$ cat config.mk
export PLATFORM = sky130hd
export DESIGN_NAME = udp_tx_scheduler_flat
export DESIGN_NICKNAME = d
export VERILOG_FILES = /design/src/rtl/udp_tx_scheduler_if.sv /design/src/rtl/udp_tx_scheduler.sv /design/src/flat_wrapper.sv
export SDC_FILE = /design/constraint.sdc
export NUM_CORES = 1
export LEC_CHECK = 0
export ABC_AREA = 0
export CAP_MARGIN = 40
export CORE_UTILIZATION = 55
export CTS_BUF_LIST = sky130_fd_sc_hd__clkbuf_2
export CTS_CLUSTER_SIZE = 12
export DETAILED_ROUTE_END_ITERATION = 16
export PLACE_DENSITY_LB_ADDON = 0.12
export SLEW_MARGIN = 30
export SYNTH_ARGS = -nofsm -noshare
export SYNTH_HDL_FRONTEND = slang
export SYNTH_SLANG_ARGS = --single-unit
$ cat constraint.sdc
create_clock -name clk -period 3.9 [get_ports clk]
set_input_delay 0.39 -clock clk [delete_from_list [all_inputs] [get_ports clk]]
set_output_delay 0.39 -clock clk [all_outputs]
set_load 0.05 [all_outputs]
$ cat src/rtl/udp_tx_scheduler_if.sv
// Requester and MAC-FIFO signal bundle for udp_tx_scheduler.
// master: the scheduler's view; slave: the requesters/FIFO/MAC view.
interface udp_tx_scheduler_if #(
    parameter int NUM_REQ = 2
);
    logic [NUM_REQ-1:0]   req;
    logic [NUM_REQ-1:0]   src_valid;
    logic [4*NUM_REQ-1:0] src_data;
    logic [NUM_REQ-1:0]   src_ready;
    logic [NUM_REQ-1:0]   grant;
    logic                 wr_en;
    logic [3:0]           wr_data;
    logic                 wr_full;
    logic                 wr_rst_busy;
    logic                 mac_busy;

    modport master (
        input  req, src_valid, src_data, wr_full, wr_rst_busy, mac_busy,
        output src_ready, grant, wr_en, wr_data
    );

    modport slave (
        output req, src_valid, src_data, wr_full, wr_rst_busy, mac_busy,
        input  src_ready, grant, wr_en, wr_data
    );
endinterface

$ cat src/rtl/udp_tx_scheduler.sv
// udp_tx_scheduler: round-robin arbiter that streams one fixed-size UDP
// payload (PACKET_NIBBLES nibbles) from the granted requester into the MAC
// FIFO, zero-pads short packets, then waits for the MAC to send the frame.
// Optional WAIT_MAC watchdog: define UDP_TX_SCHEDULER_TIMEOUT_EN.
module udp_tx_scheduler #(
    parameter int NUM_REQ        = 2,
    parameter int PACKET_NIBBLES = 512,
    parameter int TIMEOUT_CYCLES = 10_000_000
) (
    input  logic               clk,
    input  logic               reset,
    udp_tx_scheduler_if.master bus,
    output logic               busy,
    output logic [15:0]        pkt_count,
    output logic               timeout
);
    localparam int IW = $clog2(NUM_REQ);
    localparam int CW = $clog2(PACKET_NIBBLES + 1);
    localparam logic [CW-1:0] CNT_LAST  = CW'(PACKET_NIBBLES - 1);
    localparam logic [IW-1:0] IDX_RESET = IW'(NUM_REQ - 1);

    // Elaboration-time guard on the supported parameter ranges.
    if (NUM_REQ < 2 || NUM_REQ > 8 || PACKET_NIBBLES < 2 || TIMEOUT_CYCLES < 1) begin : g_param_check
        $error("udp_tx_scheduler: parameter out of range");
    end

    typedef enum logic [1:0] {
        IDLE,
        STREAM,
        PAD,
        WAIT_MAC
    } state_t;

    state_t             state_q, state_d;
    logic [NUM_REQ-1:0] grant_q, grant_d;
    logic [IW-1:0]      gidx_q, gidx_d;
    logic [IW-1:0]      last_grant_q, last_grant_d;
    logic [CW-1:0]      cnt_q, cnt_d;
    logic               wr_en_q, wr_en_d;
    logic [3:0]         wr_data_q, wr_data_d;
    logic [15:0]        pkt_count_q, pkt_count_d;
    logic               mac_seen_q, mac_seen_d;

    logic               req_g;
    logic               valid_g;
    logic [3:0]         nibble_g;
    logic               rr_found;
    logic [IW-1:0]      rr_idx;
    logic               xfer;
    logic               pad_wr;

`ifdef UDP_TX_SCHEDULER_TIMEOUT_EN
    localparam int WW = $clog2(TIMEOUT_CYCLES + 1);
    localparam logic [WW-1:0] WD_LAST = WW'(TIMEOUT_CYCLES - 1);

    logic [WW-1:0] wd_q, wd_d;
    logic          timeout_q, timeout_d;
`endif

    // Select the granted requester's req/valid/nibble.
    always_comb begin
        req_g    = 1'b0;
        valid_g  = 1'b0;
        nibble_g = 4'h0;
        for (int unsigned i = 0; i < NUM_REQ; i++) begin
            if (gidx_q == IW'(i)) begin
                req_g    = bus.req[i];
                valid_g  = bus.src_valid[i];
                nibble_g = bus.src_data[4*i +: 4];
            end
        end
    end

    // Round-robin pick: lowest active index above last_grant, else wrap to the lowest at or below it.
    always_comb begin
        rr_found = 1'b0;
        rr_idx   = '0;
        for (int unsigned i = 0; i < NUM_REQ; i++) begin
            if (!rr_found && bus.req[i] && (IW'(i) > last_grant_q)) begin
                rr_found = 1'b1;
                rr_idx   = IW'(i);
            end
        end
        for (int unsigned i = 0; i < NUM_REQ; i++) begin
            if (!rr_found && bus.req[i] && (IW'(i) <= last_grant_q)) begin
                rr_found = 1'b1;
                rr_idx   = IW'(i);
            end
        end
    end

    // Next-state, nibble counter, FIFO write and packet bookkeeping.
    always_comb begin
        state_d      = state_q;
        grant_d      = grant_q;
        gidx_d       = gidx_q;
        last_grant_d = last_grant_q;
        cnt_d        = cnt_q;
        wr_en_d      = 1'b0;
        wr_data_d    = wr_data_q;
        pkt_count_d  = pkt_count_q;
        mac_seen_d   = mac_seen_q;
        xfer         = 1'b0;
        pad_wr       = 1'b0;
`ifdef UDP_TX_SCHEDULER_TIMEOUT_EN
        wd_d         = '0;
        timeout_d    = 1'b0;
`endif

        unique case (state_q)
            IDLE: begin
                if (rr_found && !bus.wr_rst_busy && !bus.mac_busy) begin
                    state_d      = STREAM;
                    gidx_d       = rr_idx;
                    last_grant_d = rr_idx;
                    grant_d      = NUM_REQ'(1) << rr_idx;
                end
            end
            STREAM: begin
                xfer = valid_g && !bus.wr_full;
                if (!req_g) begin
                    state_d = PAD;
                end
            end
            PAD: begin
                pad_wr = !bus.wr_full;
            end
            WAIT_MAC: begin
                if (bus.mac_busy) begin
                    mac_seen_d = 1'b1;
                end else if (mac_seen_q) begin
                    mac_seen_d  = 1'b0;
                    pkt_count_d = pkt_count_q + 16'd1;
                    state_d     = IDLE;
                end
`ifdef UDP_TX_SCHEDULER_TIMEOUT_EN
                wd_d = wd_q + WW'(1);
                // A completed handshake in the same cycle takes precedence over expiry.
                if (state_d == WAIT_MAC && wd_q == WD_LAST) begin
                    timeout_d  = 1'b1;
                    mac_seen_d = 1'b0;
                    state_d    = IDLE;
                end
`endif
            end
            default: state_d = IDLE;
        endcase

        // The final write overrides a PAD decision taken in the same cycle.
        if (xfer || pad_wr) begin
            wr_en_d   = 1'b1;
            wr_data_d = xfer ? nibble_g : 4'h0;
            if (cnt_q == CNT_LAST) begin
                cnt_d      = '0;
                grant_d    = '0;
                mac_seen_d = 1'b0;
                state_d    = WAIT_MAC;
            end else begin
                cnt_d = cnt_q + CW'(1);
            end
        end
    end

    // State and datapath registers with synchronous reset.
    always_ff @(posedge clk) begin
        if (reset) begin
            state_q      <= IDLE;
            grant_q      <= '0;
            gidx_q       <= '0;
            last_grant_q <= IDX_RESET;
            cnt_q        <= '0;
            wr_en_q      <= 1'b0;
            wr_data_q    <= 4'h0;
            pkt_count_q  <= 16'h0000;
            mac_seen_q   <= 1'b0;
        end else begin
            state_q      <= state_d;
            grant_q      <= grant_d;
            gidx_q       <= gidx_d;
            last_grant_q <= last_grant_d;
            cnt_q        <= cnt_d;
            wr_en_q      <= wr_en_d;
            wr_data_q    <= wr_data_d;
            pkt_count_q  <= pkt_count_d;
            mac_seen_q   <= mac_seen_d;
        end
    end

`ifdef UDP_TX_SCHEDULER_TIMEOUT_EN
    // Watchdog counter and timeout pulse register.
    always_ff @(posedge clk) begin
        if (reset) begin
            wd_q      <= '0;
            timeout_q <= 1'b0;
        end else begin
            wd_q      <= wd_d;
            timeout_q <= timeout_d;
        end
    end

    assign timeout = timeout_q;
`else
    assign timeout = 1'b0;
`endif

    assign bus.src_ready = (state_q == STREAM && !bus.wr_full) ? grant_q : '0;
    assign bus.grant     = grant_q;
    assign bus.wr_en     = wr_en_q;
    assign bus.wr_data   = wr_data_q;
    assign busy          = (state_q != IDLE);
    assign pkt_count     = pkt_count_q;
endmodule

$ cat src/flat_wrapper.sv
// flat-port wrapper written by rule: the top's interface ports become plain ports
module udp_tx_scheduler_flat 
#(
    parameter int NUM_REQ        = 2,
    parameter int PACKET_NIBBLES = 512,
    parameter int TIMEOUT_CYCLES = 10_000_000
)
  (clk, reset, busy, pkt_count, timeout, bus_req, bus_src_valid, bus_src_data, bus_wr_full, bus_wr_rst_busy, bus_mac_busy, bus_src_ready, bus_grant, bus_wr_en, bus_wr_data);
  udp_tx_scheduler_if #(.NUM_REQ(NUM_REQ)) bus_i ();
  input  logic clk;
  input  logic reset;
  output logic busy;
  output logic [15:0] pkt_count;
  output logic timeout;
  input wire logic [$bits(bus_i.req)-1:0] bus_req;
  input wire logic [$bits(bus_i.src_valid)-1:0] bus_src_valid;
  input wire logic [$bits(bus_i.src_data)-1:0] bus_src_data;
  input wire logic [$bits(bus_i.wr_full)-1:0] bus_wr_full;
  input wire logic [$bits(bus_i.wr_rst_busy)-1:0] bus_wr_rst_busy;
  input wire logic [$bits(bus_i.mac_busy)-1:0] bus_mac_busy;
  output wire logic [$bits(bus_i.src_ready)-1:0] bus_src_ready;
  output wire logic [$bits(bus_i.grant)-1:0] bus_grant;
  output wire logic [$bits(bus_i.wr_en)-1:0] bus_wr_en;
  output wire logic [$bits(bus_i.wr_data)-1:0] bus_wr_data;
  assign bus_i.req = bus_req;
  assign bus_i.src_valid = bus_src_valid;
  assign bus_i.src_data = bus_src_data;
  assign bus_i.wr_full = bus_wr_full;
  assign bus_i.wr_rst_busy = bus_wr_rst_busy;
  assign bus_i.mac_busy = bus_mac_busy;
  assign bus_src_ready = bus_i.src_ready;
  assign bus_grant = bus_i.grant;
  assign bus_wr_en = bus_i.wr_en;
  assign bus_wr_data = bus_i.wr_data;
  udp_tx_scheduler #(.NUM_REQ(NUM_REQ), .PACKET_NIBBLES(PACKET_NIBBLES), .TIMEOUT_CYCLES(TIMEOUT_CYCLES)) u_core (.clk(clk), .reset(reset), .bus(bus_i), .busy(busy), .pkt_count(pkt_count), .timeout(timeout));
endmodule
Word level (Yosys, flattened, before mapping) --
Cells that the tools add are included.
Word-level totals: flip-flop bits (word level) 38, output and inout port bits 27, word-level logic and storage cells 74
Operators by class: add/sub/neg operators 2, magnitude comparators 4, equality and inequality tests 4, shifts and indexed selects 1, muxes and demuxes 31, bitwise gates (word level) 1, reductions and logical operators 22
Operator list (count):
- $mux W2 | 11
- $add A16 B1 Y16 const B | 1
- $mux W1 | 16
- $logic_and A1 B1 Y1 | 11
- $add A10 B1 Y10 const B | 1
- $eq A10 B9 Y1 const B | 1
- $mux W10 | 1
- $mux W4 | 2
- $logic_not A1 Y1 | 6
- $pmux W2 S3 | 1
- $eq A2 B2 Y1 const B | 2
- $reduce_and A3 Y1 | 1
- $eq A2 B1 Y1 const B | 1
- $gt A1 B1 Y1 const A | 2
- $le A1 B1 Y1 const A | 2
- $logic_not A2 Y1 | 1
- $reduce_and A2 Y1 | 1
- $reduce_bool A2 Y1 | 1
- $shl A1 B1 Y2 const A | 1
- $logic_or A1 B1 Y1 | 1
- $not A1 Y1 | 1

Logic depth before layout (Yosys ltp) --
Gate-level depths: netlist of run 1.
depth in word-level cells 21, depth in mapped cells 7, depth with buffers taken out 5

Worst setup path after synthesis of run 1 --
No wires, ideal clock.
path type reg2reg, start point reg u_core.pkt_count_q[3], in the netlist u_core.pkt_count[3], end point reg u_core.pkt_count_q[14], in the netlist u_core.pkt_count[14], setup time 0.071 ns, arrival time 1.930 ns, data required time 3.829 ns, slack 1.899 ns, cell stages (with the launch flop) 6, clock period less this slack 2.001 ns, path through dfxtp_1 and4_1 nand3_1 clkbuf_1 or4_1 a21oi_1
On the way: cells in the longest elaborated chain, start to end 1
RTL lines:
- start, declared | RTL line udp_tx_scheduler.sv:41 | logic [15:0] pkt_count_q, pkt_count_d;
- start signal, assigned | RTL line udp_tx_scheduler.sv:184 | pkt_count_q <= pkt_count_d;
- $add A16 B1 Y16 | RTL line udp_tx_scheduler.sv:133 | pkt_count_d = pkt_count_q + 16'd1;
Every way passes these cells. A chain may end at the register's enable or synchronous reset.

Worst setup path after layout of run 1 --
start point reg u_core.state_q[0], end point out bus_src_ready[0]
On the way: cells in the longest elaborated chain, start to end 3
RTL lines:
- start, declared | RTL line udp_tx_scheduler.sv:34 | state_t state_q, state_d;
- start signal, assigned | RTL line udp_tx_scheduler.sv:177 | state_q <= state_d;
- $eq A2 B1 Y1 | RTL line udp_tx_scheduler.sv:206 | assign bus.src_ready = (state_q == STREAM && !bus.wr_full) ? grant_q : '0;
- $logic_and A1 B1 Y1 | RTL line udp_tx_scheduler.sv:206
- $mux W2 | RTL line udp_tx_scheduler.sv:206
- end, declared | RTL line flat_wrapper.sv:21 | output wire logic [$bits(bus_i.src_ready)-1:0] bus_src_ready;
Every way passes these cells.

==> results of run 1 <==
==> how the worst min path moves through the flow <==
stage,startpoint,end,slack (ps),cells past startpoint
finish,u_core.bus.grant[0],u_core.bus.grant[0],490,2
global route,u_core.mac_seen_q,u_core.mac_seen_q,520,2
CTS,u_core.bus.grant[0],u_core.bus.grant[0],490,2
detailed placement,u_core.bus.grant[0],u_core.bus.grant[0],470,2
global placement,u_core.bus.grant[0],u_core.bus.grant[0],460,2
floorplan,u_core.mac_seen_q,u_core.mac_seen_q,450,2
==> per-layer routing <==
layer,share of wire (%),global-route usage [%],up-vias
met2,48,41.7,37
met1,45,31.4,819
met5,0,0,-
met4,1.5,9.97,0
met3,5.2,6.71,9
li1,-,-,850
==> registers in the layout, summed over array words and instances (netlist names) <==
name and cells:
u_core.bus.grant 2, u_core.state_q 2, u_core.pkt_count 16, u_core.last_grant_q 1, u_core.bus.wr_en 1, u_core.mac_seen_q 1, u_core.cnt_q 10, u_core.bus.wr_data 4
u_core.gidx_q 1
==> power by group through the flow <==
stage | Clock [mW] | Combinational (mW) | Sequential, mW
floorplan | 0 | 0.0381 | 0.410
global placement | 0 | 0.0661 | 0.408
detailed placement | 0 | 0.0687 | 0.408
CTS | 0.177 | 0.0689 | 0.400
global route | 0.193 | 0.0743 | 0.401
finish | 0.175 | 0.0686 | 0.400
==> worst min-delay path, delay by kind of cell (launching register included) <==
family | cells | cell delay (ps)
AND/OR/NAND/NOR | 1 | 60
flip-flops | 1 | 360
AO/OA/AOI/OAI | 1 | 50
==> cell type report <==
class,count,area (um2)
Fill cell,271,798
Sequential cell,38,761
Multi-Input combinational cell,154,980
Clock buffer,6,30.0
Tap cell,44,55.1
Timing Repair Buffer,45,444
Inverter,7,26.3
Clock inverter,2,8.76
==> kinds of logic after synthesis <==
kind of cell               share of synthesized area (%)
AOI/OAI and AO/OA                                   17.4
xor gates and xnor gates                            4.28
adders and majority gates                           1.36
buffers and inverters                               5.50
DFF                                                 41.3
muxes                                               4.14
other                                              0.204
and+or+nand+nor                                     25.8
==> layout by cell type, fill, tap and decap left out, drive strengths merged, types with 5 or more instances in the layout <==
master / Yosys / layout
inv: 7 / 7
nor2: 19 / 19
nand2: 19 / 19
clkbuf: 3 / 6
xor2: 8 / 8
clkdlybuf4s50: 0 / 42
o21ai: 5 / 5
or3: 5 / 5
o31ai: 11 / 11
nand3: 11 / 11
dfxtp: 38 / 38
a21oi: 23 / 23
or4: 12 / 12
mux2: 5 / 5
==> summary by stage, run 1 <==
Worst setup path
On the worst path, the slowest cell contributes a delay of 790 ps. The worst path required time is 3510 ps. Setup slack on the worst reg-to-reg path comes out at 1660 ps.

The worst-path cell with the longest stage delay is sky130_fd_sc_hd__clkdlybuf4s50_1. The startpoint of the worst-slack reg-to-reg timing path is u_core.state_q[1]. The end point of the critical path is bus_src_ready[0]. The endpoint kind of the worst setup timing path is an output port. The endpoint of the worst-slack reg-to-reg timing path is u_core.pkt_count[15]. The number of buffers and inverters on the critical path is 1.

The critical path goes through nor3b_4, and2_1, clkdlybuf4s50_1. STA classifies the critical path startpoint as a flop. In this run the worst path has a maximum fanout of 10. Tracing the worst setup path back leads to its startpoint at u_core.state_q[0]. In this design, the largest share of critical-path delay is due to buffers and inverters.

Counting buffers and inverters, the worst setup path is 3 cells deep. The arrival time reported for the critical path endpoint is 2260 ps. Measured in cells, the most critical reg-to-reg path has a length of 4. The classification of the worst setup path is flop to output port.

Timing
The final period utilization is 67.8%. The normalized max-slew margin is 61.8%. The final period demand of the worst path is 2650 ps. The worst clock skew on the final layout is 7.25 ps. Based on the critical path, the design can be clocked at up to 0.378 GHz. The total count of max-transition violations in the final report is 0. The tightest hold path in the finished design has a slack of 489 ps.

The smallest setup slack after layout is 1250 ps. Setup repair after global routing left no endpoint under its margin. Adding up every negative setup slack in the final design gives 0 ps. The number of hold violations in the final report is 0. The count of final setup violators is 0. The actual slew at the worst max-slew pin is 567 ps.

Clocking
The root buffer selected by CTS is sky130_fd_sc_hd__clkbuf_2. The post-CTS setup buffer count is 0. The deepest clock path buffer count is 2. The H-tree generated during clock tree synthesis spans 2 levels. After clock tree synthesis, the clock-pin slew on the worst setup and hold paths is 190 ps.

Buffers inserted to repair hold after CTS numbered 0. In this run, post-CTS repair resized a total of 0 instances. TritonCTS built the clock tree. For the worst-skew pair, the clock arrives at the later sink with an insertion delay of 410 ps. The tree built by TritonCTS fans out to 38 sinks. The CTS buffer count is 5.

Hold path
The min-delay analysis places its worst path in the category flop to flop.

Pwr
The clock share of power is 27.2%. The combinational share of power is 10.7%. After layout, the design draws a total of 0.644 mW.

The register share of total power is 62.2%. The internal power summed over all cells is 0.470 mW. Summed over all nets, the switching power comes to 0.174 mW.

The total power per unit cell area is 279 nW/um2. The worst-case IR drop observed on VDD is 0.197 mV. The static leakage is 0.790 nW. The switching part of the total power is 27.0%.

Logic synthesis
The number of different library cells used by synthesis comes to 40. Synthesis produced a netlist with a net count of 229. The share of synthesized registers carrying an async set or reset is 0%. The flip-flop cell with the highest count after synthesis is sky130_fd_sc_hd__dfxtp_1. The library cell occupying the most area in the post-synthesis netlist is sky130_fd_sc_hd__dfxtp_1. Yosys printed 0 warnings. The gate count after technology mapping is 210. By count the netlist is led by sky130_fd_sc_hd__dfxtp_1 (38), sky130_fd_sc_hd__a21oi_1 (22), sky130_fd_sc_hd__nor2_1 (19). In the post-synthesis netlist, the cell with the most instances is sky130_fd_sc_hd__dfxtp_1.

The synthesized design devotes to its leading area cell type 41.3% of total area. The cell area that synthesis handed to floorplanning was 1840 um2. The register area share after synthesis is 41.3%. After synthesis, the cell types taking the most area are sky130_fd_sc_hd__dfxtp_1 (41%), sky130_fd_sc_hd__a21oi_1 (6.0%), sky130_fd_sc_hd__or4_1 (4.9%). The average instance in the mapped netlist occupies 8.77 um2. The register bit count reported by yosys is 38. The count of flip-flops with a built-in enable after synthesis is 0.

Floorplan
The number of cell rows is 20. For this configuration, the core starts out at a cell density of 59.4%. The I/O pin count is 44.

The floorplan step defined a core boundary enclosing 3100 um2. The full die area is 3580 um2. The die is 59.9 um tall.

From left edge to right edge, the die measures 59.9 um.

Detailed routing
The detailed-route via count is 1,715. The first detailed-routing pass ran for 4 iterations. In the final routed layout, each cell accounts on average for 13.3 um. After detailed routing, the total wire length is 3940 um. The iteration-0 DRC count of the detailed router is 89. The routed via count divided by cell count is 5.79. After detailed routing, the number of remaining DRC violations is 0. The post-detailed-route count of antenna-violating nets is 0.

Cells and area
Once layout is complete, the utilization of the core stands at 74.3%. The final non-filler cell area is 2300 um2. The post-layout net count is 270. In the final layout, the share of cells above drive strength 1 is 8.73%. The growth of design area from synthesis to finish is 25.1%. 0 antenna diodes ended up in the layout.

Leaving out filler cells and counting taps, the final layout contains 296.

Place
The count of buffers inserted at the top-level ports is 42. Including well taps, the total number of placed cells is 288. The post-placement cell area is 2270 um2. The weighted congestion reported at the end of routability-driven placement is 0.765. At the placement stage, the worst setup path has a slack of 1340 ps.

The half-perimeter wire length of the detailed placement result is 2800 um.

Global routing
For this run the aggregate overflow at the end of global routing stands at 0. The initial antenna violation count is 0. The maximum number of pins on one net before global-route repair is 29. Global routing used 25.4% of the available tracks across all layers.

The number of global-route vias before repair was 1,569. The first global-routing pass estimated 6870 um of wire.

Outcome
The flow ran to the end, and the final reports show no timing, DRC or antenna violations.

Job
Max-cap violations in this run came to 0.
Note: power is estimated with default switching activity, not from simulation.
==> run 2, diff against run 1 <==
--- a/config.mk
+++ b/config.mk
@@ -7,7 +7,7 @@
 export LEC_CHECK = 0
 export ABC_AREA = 0
 export CAP_MARGIN = 40
-export CORE_UTILIZATION = 55
+export CORE_UTILIZATION = 46
 export CTS_BUF_LIST = sky130_fd_sc_hd__clkbuf_2
 export CTS_CLUSTER_SIZE = 12
 export DETAILED_ROUTE_END_ITERATION = 16
==> constraint.sdc (replaced) <==
create_clock -name clk -period 2.1 [get_ports clk]
set_input_delay 0.21 -clock clk [delete_from_list [all_inputs] [get_ports clk]]
set_output_delay 0.21 -clock clk [all_outputs]
set_load 0.05 [all_outputs]
==> run 2 against run 1 <==
- final cell count rose by 3.7%
- sequential cell count did not move
- cell area rose by 3.9%
- largest cell class unchanged
==> summary by stage, run 2 (synthesis results as in run 1) <==
Pwr
Internal power comes to 0.873 mW. Summed over all cells, the static leakage comes to 0.838 nW. Sequential cells burn 61.8% of the power. The total power per unit cell area is 501 nW/um2. The combinational share of power is 11.4%. The net switching power of the design is 0.326 mW. Across the VDD grid, the largest voltage drop is 0.302 mV.

The clock network accounts for 26.8% of the total power. In this run switching power makes up 27.2% of total power.

Detailed routing
Summed over all layers, the routed wires come to 3830 um. The detailed-routing iteration count for the pre-antenna-repair pass is 4. The post-detailed-route count of antenna-violating nets is 0. Dividing the detail-routed via count by the number of cells gives 5.55. The routed layout has 1,705 vias.

In the final routed layout, each cell accounts on average for 12.5 um. For this run, design rule violations remaining after detail routing come to 0. The first routing iteration left 133 violations.

Worst setup path
The kind of start point of the critical path is a flop. The count of buffering cells on the critical path with inverters included is 1. The largest single stage delay on the critical path is 840 ps. The endpoint kind of the worst setup timing path is an output port. For the worst setup path, the data arrival time is 1710 ps. The worst setup path is of the flop to output port kind. The setup check on the worst reg-to-reg path leaves a slack of 260 ps.

STA puts the critical path data required time at 1890 ps. Among cell families on the critical path, the largest total delay comes from buffers and inverters. On the critical path, the stage with the largest delay is an instance of sky130_fd_sc_hd__clkdlybuf4s50_1.

The critical-path maximum fanout is 8. The signal on the critical path passes through clkdlybuf4s50_1.

Place
At the end of routability-driven placement, the weighted congestion stood at 0.784. The half-perimeter wire length of the detailed placement result is 2770 um. Port buffering added 42 buffers.

The worst slack at placement is 134 ps.

Global routing
The number of global-route vias before repair was 1,493. Global routing consumed, over all layers together, 20.4% of the routing resources. The global-route wire length before repair is 6670 um. The initial antenna violation count is 0. The total overflow left after global routing is 0.

Entering global routing, the biggest net connects 28 pins.

Floorplan
The die outline height is 65.3 um. For this configuration, the core starts out at a cell density of 49.2%. The floorplan step defined a die boundary enclosing 4260 um2. Row generation in the floorplan step produced 22 rows. After floorplanning, the core was sized to cover 3740 um2. The I/O pin count is 44. From left edge to right edge, the die measures 65.3 um.

Timing
The worst clock skew on the final layout is 8.85 ps. Setup repair after global routing left no endpoint under its margin. The number of hold violations in the final report is 0.

The actual slew at the worst max-slew pin is 533 ps. The final period demand of the worst path is 1920 ps. The timing-limited maximum frequency is 0.521 GHz. The smallest setup slack after layout is 179 ps. Setup total negative slack on the finished layout was measured at 0 ps. The total count of max-transition violations in the final report came to 0. The worst pin sits at a relative slew slack of 64.3%.

The final period utilization is 91.5%. Setup violations remaining at the end of the flow were counted as 0. Across all hold checks on the routed design, the worst slack comes to 449 ps.

Clocking
The tree is rooted in a sky130_fd_sc_hd__clkbuf_2. The count of cells resized by post-cts repair is 0. Buffers added to address setup during post-CTS repair amount to 0. The number of hold buffers added after CTS was 0. The CTS buffer count is 5. TritonCTS built the clock tree. The clock tree synthesis step divided the H-tree into 2 levels. CTS saw 38 sinks.

Clock-pin slew was measured on the worst setup and hold paths at 200 ps. In this run the deepest clock path goes through 2 buffers. The later-pin clock latency in the skew report is 390 ps.

Job
Max-cap violations in this run came to 0.

Cells and area
The count of antenna diodes in the layout is 0. The most common library cell in the layout ignoring fill and taps is sky130_fd_sc_hd__clkdlybuf4s50_1. The growth of design area from synthesis to finish is 30.0%. After the last flow step, the layout net total stands at 277. The post-route core utilization is 63.9%. Cells with a size suffix above 1 make up 12.4% of the layout. In the layout the commonest cells are sky130_fd_sc_hd__clkdlybuf4s50_1 (39), sky130_fd_sc_hd__dfxtp_1 (38), sky130_fd_sc_hd__a21oi_1 (22). The flip-flop count of the largest register, all copies and words added is 16.

Outcome
The run finished with clean final reports.

Hold path
The worst hold path belongs to the class input pin to flop.
## run 2: worst register-to-register path, delay by kind of cell (launching register included)
family | cells | cell delay [ps]
DFF | 1 | 450
AOI/OAI and AO/OA | 1 | 170
and+or+nand+nor | 3 | 1160
## run 2: through the flow
stage | instances | area, um2 | power [mW]
2_1_floorplan | 210 | 1840 | 0.833
3_3_place_gp | 299 | 2350 | 0.891
3_5_place_dp | 299 | 2350 | 0.892
4_1_cts | 307 | 2390 | 1.21
5_1_grt | 307 | 2390 | 1.25
6_report | 307 | 2390 | 1.20
## run 2: layout make-up
| cell class | count | area [um2] |
|---|---|---|
| repair buffers | 52 | 526 |
| clock buffers | 5 | 25.0 |
| inverters | 7 | 26.3 |
| clock inverters | 3 | 16.3 |
| flip-flops and latches | 38 | 761 |
| fillers | 343 | 1350 |
| well taps | 48 | 60.1 |
| multi-input cells | 154 | 980 |
## run 2: layer usage
layer / global-route usage [%] / wire length (um)
met1: 26.7 / 1870
met2: 31.6 / 1620
met3: 7.12 / 299
met4: 5.71 / 42
met5: 0 / 0
## run 2: path summary, 6_finish.rpt
| check | startpoint | endpoint | depth (start not counted) |
|---|---|---|---|
| worst max register to register | u_core.pkt_count[4] | u_core.pkt_count[14] | 4 |
| worst min-delay path | bus_mac_busy | u_core.mac_seen_q | 3 |
| worst min register to register | u_core.bus.grant[0] | u_core.bus.grant[0] | 2 |
| worst max-delay path | u_core.pkt_count[9] | pkt_count[9] | 1 |
## run 2: power by group through the flow
stage                     Sequential, mW  Combinational [mW]  Clock, mW
after CTS                          0.741               0.137      0.328
after floorplan                    0.762              0.0708          0
after global placement             0.756               0.136          0
final                              0.741               0.137      0.321
after global routing               0.744               0.149      0.360
after detailed placement           0.756               0.137          0
